$ cat config.mk
export PLATFORM = sky130hd
export DESIGN_NAME = registro_etapa_pipe
export DESIGN_NICKNAME = d
export VERILOG_FILES = /design/src/rtl/registro_etapa_pipe.sv
export SDC_FILE = /design/constraint.sdc
export NUM_CORES = 1
export LEC_CHECK = 0
export CORE_ASPECT_RATIO = 1.1
export CORE_MARGIN = 2
export CORE_UTILIZATION = 54
export CTS_CLUSTER_SIZE = 14
export DETAILED_ROUTE_END_ITERATION = 6
export PLACE_DENSITY = 0.91
export SETUP_SLACK_MARGIN = 0.3
export SLEW_MARGIN = 20
export SYNTH_ARGS = -nofsm -noshare
export SYNTH_HDL_FRONTEND = slang
export SYNTH_SLANG_ARGS = --single-unit
$ cat constraint.sdc
create_clock -name clk -period 4.2 [get_ports clk]
set_input_delay 0.84 -clock clk [delete_from_list [all_inputs] [get_ports clk]]
set_output_delay 0.84 -clock clk [all_outputs]
set_load 0.03 [all_outputs]
$ cat src/rtl/registro_etapa_pipe.sv
`default_nettype none
// ============================================================================
//  Module   : registro_etapa_pipe
//  Purpose  : Parametrised pipeline stage register. It carries an instruction
//             word and a flat control bundle between two pipeline stages. It
//             provides a valid/ready handshake, a 2-entry skid buffer, a
//             hazard stall and a flush that inserts a bubble.
//  Ports    : clk, rst_n             - clock, asynchronous active-low reset
//             in_valid/in_ready      - upstream handshake
//             instr_in, ctrl_in      - incoming payload
//             stall                  - holds the output side (no out transfer)
//             flush                  - kills every held word, drops input
//             out_valid/out_ready    - downstream handshake
//             instr_out, ctrl_out    - presented payload (masked when empty)
//             occupancy              - held words: 0, 1 or 2
//  Options  : NEGEDGE_OUT_EN - re-time out_valid/instr_out/ctrl_out through
//             a negative-edge register (legacy half-cycle release).
//  Revision : 1.0 - initial release
// ============================================================================
module registro_etapa_pipe #(
    parameter int                 INSTR_W   = 14,
    parameter int                 CTRL_W    = 17,
    parameter logic [INSTR_W-1:0] NOP_INSTR = '0
) (
    input  logic               clk,
    input  logic               rst_n,
    input  logic               in_valid,
    output logic               in_ready,
    input  logic [INSTR_W-1:0] instr_in,
    input  logic [CTRL_W-1:0]  ctrl_in,
    input  logic               stall,
    input  logic               flush,
    output logic               out_valid,
    input  logic               out_ready,
    output logic [INSTR_W-1:0] instr_out,
    output logic [CTRL_W-1:0]  ctrl_out,
    output logic [1:0]         occupancy
);

    // Encoding doubles as the occupancy count.
    typedef enum logic [1:0] {
        EMPTY = 2'd0,
        ONE   = 2'd1,
        FULL  = 2'd2
    } state_t;

    state_t               state_q, state_d;
    logic [INSTR_W-1:0]   main_instr_q, main_instr_d;
    logic [CTRL_W-1:0]    main_ctrl_q,  main_ctrl_d;
    logic [INSTR_W-1:0]   skid_instr_q, skid_instr_d;
    logic [CTRL_W-1:0]    skid_ctrl_q,  skid_ctrl_d;
    logic                 in_ready_q;

    logic                 main_valid;
    logic                 in_fire;
    logic                 out_fire;

    assign main_valid = (state_q != EMPTY);
    assign in_fire    = in_valid & in_ready_q;
    assign out_fire   = main_valid & out_ready & ~stall;

    always_comb begin
        state_d      = state_q;
        main_instr_d = main_instr_q;
        main_ctrl_d  = main_ctrl_q;
        skid_instr_d = skid_instr_q;
        skid_ctrl_d  = skid_ctrl_q;
        unique case (state_q)
            EMPTY: begin
                if (in_fire) begin
                    state_d      = ONE;
                    main_instr_d = instr_in;
                    main_ctrl_d  = ctrl_in;
                end
            end
            ONE: begin
                if (in_fire && out_fire) begin
                    main_instr_d = instr_in;
                    main_ctrl_d  = ctrl_in;
                end else if (in_fire) begin
                    // Downstream did not take the main word: park the new
                    // one in the skid entry.
                    state_d      = FULL;
                    skid_instr_d = instr_in;
                    skid_ctrl_d  = ctrl_in;
                end else if (out_fire) begin
                    state_d = EMPTY;
                end
            end
            FULL: begin
                // in_ready is low here, so only the drain case exists.
                if (out_fire) begin
                    state_d      = ONE;
                    main_instr_d = skid_instr_q;
                    main_ctrl_d  = skid_ctrl_q;
                end
            end
            default: state_d = EMPTY;
        endcase
        // Flush overrides everything, including a simultaneous accept.
        if (flush) begin
            state_d = EMPTY;
        end
    end

    always_ff @(posedge clk or negedge rst_n) begin
        if (!rst_n) begin
            state_q      <= EMPTY;
            main_instr_q <= NOP_INSTR;
            main_ctrl_q  <= '0;
            skid_instr_q <= NOP_INSTR;
            skid_ctrl_q  <= '0;
            in_ready_q   <= 1'b1;
        end else begin
            state_q      <= state_d;
            main_instr_q <= main_instr_d;
            main_ctrl_q  <= main_ctrl_d;
            skid_instr_q <= skid_instr_d;
            skid_ctrl_q  <= skid_ctrl_d;
            // Registered from next state so out_ready/stall never reach
            // in_ready combinationally.
            in_ready_q   <= (state_d != FULL);
        end
    end

    // Bubble masking: an empty stage presents NOP and an all-zero control
    // bundle so no write enable can leak downstream.
    logic [INSTR_W-1:0] main_instr_masked;
    logic [CTRL_W-1:0]  main_ctrl_masked;

    assign main_instr_masked = main_valid ? main_instr_q : NOP_INSTR;
    assign main_ctrl_masked  = main_valid ? main_ctrl_q  : '0;

    assign in_ready  = in_ready_q;
    assign occupancy = state_q;

`ifdef NEGEDGE_OUT_EN
    logic               out_valid_nq;
    logic [INSTR_W-1:0] instr_out_nq;
    logic [CTRL_W-1:0]  ctrl_out_nq;

    // Half-cycle release: the main entry becomes visible at the falling
    // edge; at every rising edge it already equals the internal state.
    always_ff @(negedge clk or negedge rst_n) begin
        if (!rst_n) begin
            out_valid_nq <= 1'b0;
            instr_out_nq <= NOP_INSTR;
            ctrl_out_nq  <= '0;
        end else begin
            out_valid_nq <= main_valid;
            instr_out_nq <= main_instr_masked;
            ctrl_out_nq  <= main_ctrl_masked;
        end
    end

    assign out_valid = out_valid_nq;
    assign instr_out = instr_out_nq;
    assign ctrl_out  = ctrl_out_nq;
`else
    assign out_valid = main_valid;
    assign instr_out = main_instr_masked;
    assign ctrl_out  = main_ctrl_masked;
`endif

endmodule
`default_nettype wire

## Yosys cells after proc, flatten, opt, wreduce, memory -nomap -nowiden

Cells that the tools add are included.

- Bits in registers: 65
- Bits of input ports: 37
- Output and inout port bits: 35

- Equality and inequality tests: 6
- Multiplexer cells: 17
- Bitwise logic cells: 5
- Reduce and logical (&&, ||, !) cells: 6

Operators by type and width:

| operator | number |
|---|---|
| 17-bit two-way mux | 4 |
| 14-bit two-way mux | 4 |
| 17-bit one-hot mux with 3 select lines | 1 |
| 14-bit one-hot mux with 3 select lines | 1 |
| 2-bit two-way mux | 6 |
| 2-bit != test, second input constant | 4 |
| 2-bit one-hot mux with 3 select lines | 1 |
| 4-bit AND reduction | 1 |
| 1-bit AND | 3 |
| 3-bit AND reduction | 1 |
| 3-bit nonzero test | 1 |
| 2-bit by 1-bit equality test with 1-bit output, second input constant | 1 |
| 2-bit equality test, second input constant | 1 |
| 2-bit zero test | 1 |
| 1-bit inverter | 2 |
| 2-bit nonzero test | 1 |
| 1-bit logical AND | 1 |

## Longest topological paths before layout

Gate-level depths: netlist of the first run.

- Word-level depth: 9
- Gate-level depth with buffers: 6
- Depth with buffers taken out: 4

## Worst setup path before layout of the first run

Ideal clock, no wire load.

- Path kind: flip-flop to output port
- Start: reg state_q[1] (netlist: occupancy[1])
- End: out ctrl_out[0]
- Arrival: 1.402 ns
- Data required time: 3.360 ns
- Path slack: 1.958 ns
- Cell stages (with the launch flop): 4
- Buffers on the path: 1
- Cell sequence: dfrtp_1 -> nor2_1 -> clkbuf_1 -> nor2b_1

- Longest elaborated chain between the ends: 2

RTL lines:

| what | RTL line | RTL |
|---|---|---|
| start: declaration | 47 | `state_t state_q, state_d;` |
| start signal: assignment | 115 | `state_q <= state_d;` |
| 2-bit nonzero test | 58 | `assign main_valid = (state_q != EMPTY);` |
| 17-bit two-way mux | 132 | `assign main_ctrl_masked = main_valid ? main_ctrl_q : '0;` |
| end: declaration | 36 | `output logic [CTRL_W-1:0] ctrl_out,` |

No other way between the ends.

## Final worst setup path of the first run

- Start: reg state_q[1] (netlist: occupancy[1])
- End: out instr_out[12]

- Longest elaborated chain between the ends: 2

RTL lines:

| what | RTL line | RTL |
|---|---|---|
| 2-bit nonzero test | 58 |  |
| 14-bit two-way mux | 131 | `assign main_instr_masked = main_valid ? main_instr_q : NOP_INSTR;` |
| end: declaration | 35 | `output logic [INSTR_W-1:0] instr_out,` |

No other way between the ends.

==> results of run 1 <==
report_power, final:
group	switching, mW	internal, mW	total, mW
combinational	0.280	0.388	0.667
sequential	0.106	0.830	0.936
clock	0.216	0.220	0.436
total	0.602	1.44	2.04
kinds of logic after synthesis:
| family | count (synthesis) | share of synthesized area [%] |
|---|---|---|
| mux | 94 | 36.61 |
| flops | 65 | 50.94 |
| simple gates | 42 | 8.027 |
| buf+inv | 14 | 3.289 |
| compound gates | 4 | 1.136 |
final cells by class:
| type | count | area (um2) |
|---|---|---|
| Multi-Input combinational cell | 140 | 1473 |
| Clock buffer | 12 | 145.1 |
| Clock inverter | 1 | 5.005 |
| Timing Repair Buffer | 74 | 728.2 |
| Inverter | 1 | 3.754 |
| Tap cell | 77 | 96.34 |
| Fill cell | 444 | 1654 |
| Sequential cell | 65 | 1628 |
metrics by stage:
step / cells / area, um2 / hold slack [ns] / power (mW) / utilization [%]
CTS: 370 / 4079 / 0.5032 / 2.055 / 71.15
floorplan: 219 / 3196 / 0.4710 / 1.386 / -
global placement: 357 / 3929 / 0.4814 / 1.578 / 68.53
global route: 370 / 4079 / 0.5163 / 2.148 / 71.15
finish: 370 / 4079 / 0.5009 / 2.040 / 71.15
detailed placement: 357 / 3929 / 0.4843 / 1.616 / 68.53
final timing paths:
check	from	cells past startpoint	endpoint	slack, ns
max in group asynchronous	rst_n	2	main_instr_q[7]	2.69
min in group asynchronous	rst_n	1	skid_ctrl_q[7]	0.60
max reg2reg	occupancy[1]	4	main_instr_q[7]	1.84
max	occupancy[1]	4	instr_out[12]	0.96
min	main_ctrl_q[4]	1	main_ctrl_q[4]	0.50
min reg2reg	main_ctrl_q[4]	1	main_ctrl_q[4]	0.50
placed cells by master (no fill, tap or decap), drive strengths merged:
cell type and instances:
mux2 93, clkdlybuf4s50 70, dfrtp 64, nor2b 34, clkbuf 12, buf 4, nand2 3, a21oi 2
nor2 2, inv 1, mux2i 1, or2 1, o32ai 1, nor3 1, or3 1, o31a 1
clkinv 1, dfstp 1
metal layers:
metal | vias up | track usage [%] | part of all wire [%]
li1 | 898 | - | -
met1 | 986 | 26.83 | 43
met2 | 54 | 36.13 | 51
met3 | 11 | 3.333 | 3.3
met4 | 0 | 10.55 | 1.9
met5 | - | 0 | 0
registers in the layout, summed over array words and instances (netlist names):
signal        cells
in_ready          1
main_ctrl_q      17
main_instr_q     14
occupancy         2
skid_ctrl_q      17
skid_instr_q     14
worst max-delay path: stages (launching register included):
cell and delay, ns:
dfrtp_1 0.46, nor2_2 0.57, buf_4 0.36, nor2b_1 0.09, clkdlybuf4s50_1 0.60
==> impl_metrics.yaml, run 1 <==
final_layout:
  drive_gt1_share_pct: 38.91
  syn_to_final_growth_pct: 27.64
  final_nets: 328
  n_antenna_cell: 0
placed_design:
  numPortBuffers: 71
  dp_slack_ns: 1.284
  place_congestion: 0.7040
  dp_hpwl_mm: 4.299
sta:
  rsz0062_at_grt: "false"
  hold_violations: 0
  fin_ws_ns: 0.9586
  timing.slew.headroom_pct: 34.69
  fin_crit_ns: 3.241
  slew_viol_final: 0
  timing.fmax_mhz: 308.5
  setup_tns_ns: 0
  period_share_pct: 77.18
  tightestPinTransition_ns: 0.9776
  setup_viol: 0
  finalClockSkew_ns: 0.01254
global_routing:
  grt_pass1_vias: 2164
  track_usage_pct: 21.38
  grt_antenna_before_repair: 0
  grt-ovfl-total: 0
  grt_max_degree: 39
  grt_first_pass_wirelength_mm: 10.78
logic_synthesis:
  yosys-top-cells-area: "dfrtp_1 (50%), mux2_2 (22%), mux2_4 (14%)"
  yosysMostFrequentCell: "dfrtp_1"
  netlist_instances: 219
  synth_edf_count: 0
  avgSynthCellArea_um2: 14.59
  syn-num-nets: 256
  synthFlopType: "dfrtp_1"
  syn_area_um2: 3196
  synth_common_cells: "dfrtp_1 (64), mux2_2 (63), nor2b_1 (33)"
  synth_top_cell_by_area: "dfrtp_1"
  synthArstFlopShare_pct: 100.0
  synth_top_cell_area_share_pct: 50.12
  ys_seq_area_share_pct: 50.94
  ys_types: 20
  ys_ff_latch: 65
  yosys_warnings: 0
clock_network:
  root_buffer: "clkbuf_8"
  post_cts_resize_count: 0
  clock_path_buffers: 2
  ctsHoldBuffers: 0
  cts_num_sinks: 65
  insertion_delay_ns: 0.34
  clkTransAtPathRegs_ns: 0.06
  cts_buffers: 9
  postCtsSetupBuffers: 0
  htree_levels: 3
  cts_tree: "done"
route:
  vias_per_cell: 5.268
  drc: 0
  drtAntennaViolNets: 0
  wirelength_mm: 6.446
  drt_iter0_drc: 117
  vias: 1949
  wl_per_cell_um: 17.42
  firstDrtPassIters: 4
die:
  fp.dieH_um: 84.68
  die-area_um2: 6550
  initial_core_util_pct: 55.74
  row_count: 29
  core_um2: 5733
  ios: 72
  die_w_um: 77.35
power:
  power_per_cell_area_nw_per_um2: 500.0
  p_leak_nw: 1.747
  vdd_drop_max_mv: 0.3222
setup_path:
  crit_type: "flop to output pin"
  endpoint_kind: "output pin"
  start_kind: "flop"
  crit_path_max_fanout: 17
  cp_data_arrival_time_ns: 2.40
  required_ns: 3.36
run:
  cap_violations: 0
outcome:
  status: "finished, final reports clean"
worst_hold_path:
  hp-class: "flop to flop"
No activity file was read; power rests on OpenSTA's default activity.
==> run 2: changes to the inputs <==
CORE_UTILIZATION = 50   (was 54)
PLACE_DENSITY = 0.85   (was 0.91)
clock period = 3.19 ns   (was 4.2 ns; I/O delays follow)
==> impl_metrics.yaml, run 2 (synthesized netlist as in run 1, its figures left out) <==
route:
  vias: 1945
  drtAntennaViolNets: 0
  drt_iter0_drc: 79
  vias_per_cell: 5.132
  wirelength_mm: 6.268
  wl_per_cell_um: 16.54
  drc: 0
  firstDrtPassIters: 4
setup_path:
  r2r-end: "main_instr_q[6]"
  required_ns: 2.55
  cp.depth: 4
  crit_chain: "nor2_2 > buf_4 > nor2b_1 > clkdlybuf4s50_1"
  critPathBufInv: 2
  max_stage_delay_ns: 0.70
  endpoint_kind: "output pin"
  cp_data_arrival_time_ns: 1.97
  start_kind: "flop"
  r2r_slack_ns: 1.29
  path_delay_family: "buffers and inverters"
  crit_end: "instr_out[11]"
  r2r_cells: 3
  crit_type: "flop to output pin"
  slowest_stage: "clkdlybuf4s50_1"
  rr_startpoint: "occupancy[0]"
  crit_path_max_fanout: 14
  crit_start: "occupancy[0]"
sta:
  whs_ns: 0.4696
  timing.fmax_mhz: 383.4
  tightestPinTransition_ns: 0.8330
  finalClockSkew_ns: 0.01333
  rsz0062_at_grt: "false"
  period_share_pct: 81.76
  slew_viol_final: 0
  setup_viol: 0
  hold_violations: 0
  fin_crit_ns: 2.608
  timing.slew.headroom_pct: 44.46
  setup_tns_ns: 0
clock_network:
  root_buffer: "clkbuf_8"
  post_cts_resize_count: 0
  clock_path_buffers: 2
  cts_buffers: 9
  ctsHoldBuffers: 0
  cts_num_sinks: 65
  cts_tree: "done"
  postCtsSetupBuffers: 0
  htree_levels: 3
  clkTransAtPathRegs_ns: 0.08
  insertion_delay_ns: 0.34
final_layout:
  final.fill_count: 459
  utilization_pct: 67.41
  drive_gt1_share_pct: 40.47
  final_cell_mix: "clkdlybuf4s50_1 (70), dfrtp_1 (64), mux2_2 (63)"
  final_common_cell: "clkdlybuf4s50_1"
  final_nets: 331
  n_antenna_cell: 0
  top_regs: "main_ctrl_q (17), skid_ctrl_q (17)"
  syn_to_final_growth_pct: 30.66
  final_cell_area_um2: 4175
die:
  die_w_um: 80.23
  ios: 72
  row_count: 30
  initial_core_util_pct: 51.60
  fp.dieH_um: 87.85
  core_um2: 6193
  die-area_um2: 7047
power:
  pwr-share-comb_pct: 30.6
  p_leak_nw: 1.797
  p_switching_mw: 0.8177
  power_per_cell_area_nw_per_um2: 690.9
  vdd_drop_max_mv: 0.4490
  intPower_mw: 2.067
  clkPwrFrac_pct: 26.9
  power_mw: 2.885
  p_seq_share_pct: 42.5
  swShare_pct: 28.35
run:
  cap_violations: 0
worst_hold_path:
  hp-class: "primary input to asynchronous set/reset pin"
placed_design:
  place_congestion: 0.7715
  post_dp_cell_area_um2: 3955
  numPortBuffers: 71
  dp_hpwl_mm: 4.109
global_routing:
  grt_max_degree: 66
  grt_pass1_vias: 2081
  grt_first_pass_wirelength_mm: 10.23
  grt_antenna_before_repair: 0
  grt-ovfl-total: 0
  track_usage_pct: 19.47
outcome:
  status: "finished, final reports clean"
==> run 2: changes by cell type in the layout (fill, tap and decap cells not counted) <==
| cell | delta |
|---|---|
| bufinv_16 | +2 |
| clkinv_2 | +1 |
| clkinv_4 | +1 |
| buf_4 | +3 |
| clkbuf_1 | -1 |
==> run 2: worst reg2reg max path: cells and delay by family, from the launching register on <==
kind | cells | cell delay, ns
muxes | 1 | 0.44
AOI/OAI and AO/OA | 1 | 0.56
and+or+nand+nor | 1 | 0.28
DFF | 1 | 0.50
==> run 2: final cells by class <==
class	instances	area [um2]	share of cell area, %
sequential	65	1628	38.99
multi-input combinational	140	1473	35.27
timing repair buffer	77	750.7	17.98
clock buffer	11	141.4	3.386
tap	80	100.1	2.397
clock inverter	5	78.83	1.888
inverter	1	3.754	0.08990
==> run 2: worst min path at each step <==
stage,from,endpoint,slack (ns),cells after the start
after global routing,main_ctrl_q[2],main_ctrl_q[2],0.51,1
after floorplan,rst_n,main_ctrl_q[0],0.34,0
after detailed placement,main_instr_q[5],main_instr_q[5],0.48,1
after global placement,skid_ctrl_q[9],skid_ctrl_q[9],0.48,1
after CTS,rst_n,main_ctrl_q[13],0.50,2
final,rst_n,main_ctrl_q[13],0.47,2
==> run 2: per-stage QoR <==
step,setup WS [ns],instances
2_1_floorplan,1.151,219
3_3_place_gp,0.6906,363
3_5_place_dp,0.6554,363
4_1_cts,0.5827,379
5_1_grt,0.4652,379
6_report,0.5818,379
==> run 2: layer usage <==
layer / track usage [%] / up-vias / share of wire (%) / wire (um)
li1: - / 912 / - / -
met5: 0 / - / 0 / 0
met1: 26.03 / 965 / 45 / 2825
met4: 7.550 / 0 / 1.9 / 120
met3: 5.361 / 12 / 4.1 / 258
met2: 30.38 / 56 / 49 / 3064
==> run 2: power groups by stage <==
stage	Combinational [mW]	Sequential [mW]	Clock, mW
after floorplan	0.630	1.19	0
after global placement	0.864	1.22	0
after detailed placement	0.891	1.24	0
after CTS	0.893	1.22	0.798
after global routing	0.941	1.26	0.852
final	0.882	1.23	0.777
==> run 3: changes to the inputs <==
clock period = 2.5 ns   (was 3.19 ns; I/O delays follow)
==> impl_metrics.yaml, run 3 (synthesized netlist as in run 1, its figures left out) <==
global_routing:
  grt-ovfl-total: 0
  grt_antenna_before_repair: 0
  busiest_layer: "met2"
  grt_max_degree: 42
  grt_pass1_vias: 2080
  met3_usage_pct: 4.948
  track_usage_pct: 19.11
  grt_first_pass_wirelength_mm: 9.956
  use_met2_pct: 31.89
  grt.met1_usage_pct: 23.37
final_layout:
  syn_to_final_growth_pct: 29.44
  final_cell_mix: "mux2_2 (63), dfrtp_1 (62), clkdlybuf4s50_1 (38)"
  final_common_cell: "mux2_2"
  final-seq-area_um2: 1630
  multi_input_area_um2: 1473
  final.fill_count: 494
  drive_gt1_share_pct: 45.33
  final_nets: 332
  n_antenna_cell: 0
  final_cells: 380
  top_regs: "main_ctrl_q (17), skid_ctrl_q (17)"
clock_network:
  htree_levels: 3
  insertion_delay_ns: 0.34
  cts_buffers: 9
  postCtsSetupBuffers: 0
  cts_tree: "done"
  clock_path_buffers: 2
  root_buffer: "clkbuf_8"
  clkTransAtPathRegs_ns: 0.07
  cts_num_sinks: 65
setup_path:
  cp_data_arrival_time_ns: 1.59
  required_ns: 2.00
  crit_type: "flop to output pin"
  crit_path_max_fanout: 22
  endpoint_kind: "output pin"
  start_kind: "flop"
worst_hold_path:
  hp-class: "primary input to asynchronous set/reset pin"
die:
  row_count: 30
  ios: 72
  die-area_um2: 7047
  fp.dieH_um: 87.85
  die_w_um: 80.23
  initial_core_util_pct: 51.60
  core_um2: 6193
placed_design:
  place_congestion: 0.7738
  dpl.cell_count: 364
  dp_hpwl_mm: 4.249
  numPortBuffers: 71
power:
  power_per_cell_area_nw_per_um2: 880.6
  p_leak_nw: 1.879
  vdd_drop_max_mv: 0.4513
route:
  firstDrtPassIters: 4
  vias_per_cell: 5.074
  drc: 0
  wl_per_cell_um: 16.10
  wirelength_mm: 6.118
  drtAntennaViolNets: 0
  drt_iter0_drc: 59
  vias: 1928
run:
  cap_violations: 0
sta:
  tightestPinTransition_ns: 0.6042
  setup_viol: 0
  slew_viol_final: 0
  fin_crit_ns: 2.089
  setup_tns_ns: 0
  timing.fmax_mhz: 478.7
  rsz0062_at_grt: "false"
  period_share_pct: 83.56
  finalClockSkew_ns: 0.006757
  hold_violations: 0
  timing.slew.headroom_pct: 59.72
outcome:
  status: "finished, final reports clean"
run 3: cell count changes in the layout (fill, tap and decap cells not counted), sizes merged:
cell / before / now
clkdlybuf4s50: 70 / 38
dlygate4sd2: 0 / 17
clkbuf: 11 / 23
clkdlybuf4s15: 0 / 4
clkinv: 3 / 0
clkinvlp: 0 / 2
buf: 7 / 8
run 3: power by group:
group          internal (mW)  leakage (nW)  switching, mW
clock network          0.616         0.109          0.402
logic                  0.597          1.00          0.466
registers               1.39         0.766          0.168
run 3: final cells by class:
| type | count | area share [%] |
|---|---|---|
| Multi-Input combinational cell | 140 | 35.60 |
| Sequential cell | 65 | 39.41 |
| Inverter | 1 | 0.09074 |
| Clock inverter | 4 | 1.815 |
| Timing Repair Buffer | 78 | 16.91 |
| Tap cell | 80 | 2.420 |
| Clock buffer | 12 | 3.751 |
run 3: worst max-delay path, stage by stage, from the launching register on:
cell,delay [ns]
dfrtp_2,0.46
nor2_2,0.15
buf_6,0.21
nor2b_1,0.07
dlygate4sd2_1,0.36
run 3: repair_timing:
item | in CTS | in global routing
setup endpoints to repair | 32 | 30
hold buffers | 0 | 0
gates cloned | 0 | 0
gates resized for setup | 37 | 25
run 3: path summary, 6_finish.rpt:
path	startpoint	endpoint	slack (ns)	depth (start not counted)
max	occupancy[1]	ctrl_out[3]	0.41	4
max reg2reg	occupancy[0]	main_instr_q[6]	0.68	3
min	rst_n	skid_ctrl_q[13]	0.16	1
max in group asynchronous	rst_n	skid_ctrl_q[4]	1.72	2
min reg2reg	skid_instr_q[13]	skid_instr_q[13]	0.51	1
min in group clk	skid_instr_q[13]	skid_instr_q[13]	0.51	1
run 3: through the flow:
stage | hold slack [ns] | power (mW) | utilization [%] | instance area (um2) | setup slack [ns]
finish | 0.1615 | 3.643 | 66.79 | 4136 | 0.4111
global route | 0.1813 | 3.842 | 66.79 | 4136 | 0.3113
CTS | 0.1691 | 3.685 | 67.35 | 4172 | 0.2559
detailed placement | 0.4851 | 2.717 | 64.18 | 3975 | 0.07358
global placement | 0.4805 | 2.660 | 64.18 | 3975 | 0.1344
floorplan | 0.2044 | 2.328 | - | 3196 | 0.5985
run 3: layer usage:
metal	vias up	routed length, um	part of all wire [%]
met5	-	0	0
met4	0	135	2.2
met3	10	250	4.1
met2	52	3157	52
met1	960	2574	42
li1	906	-	-
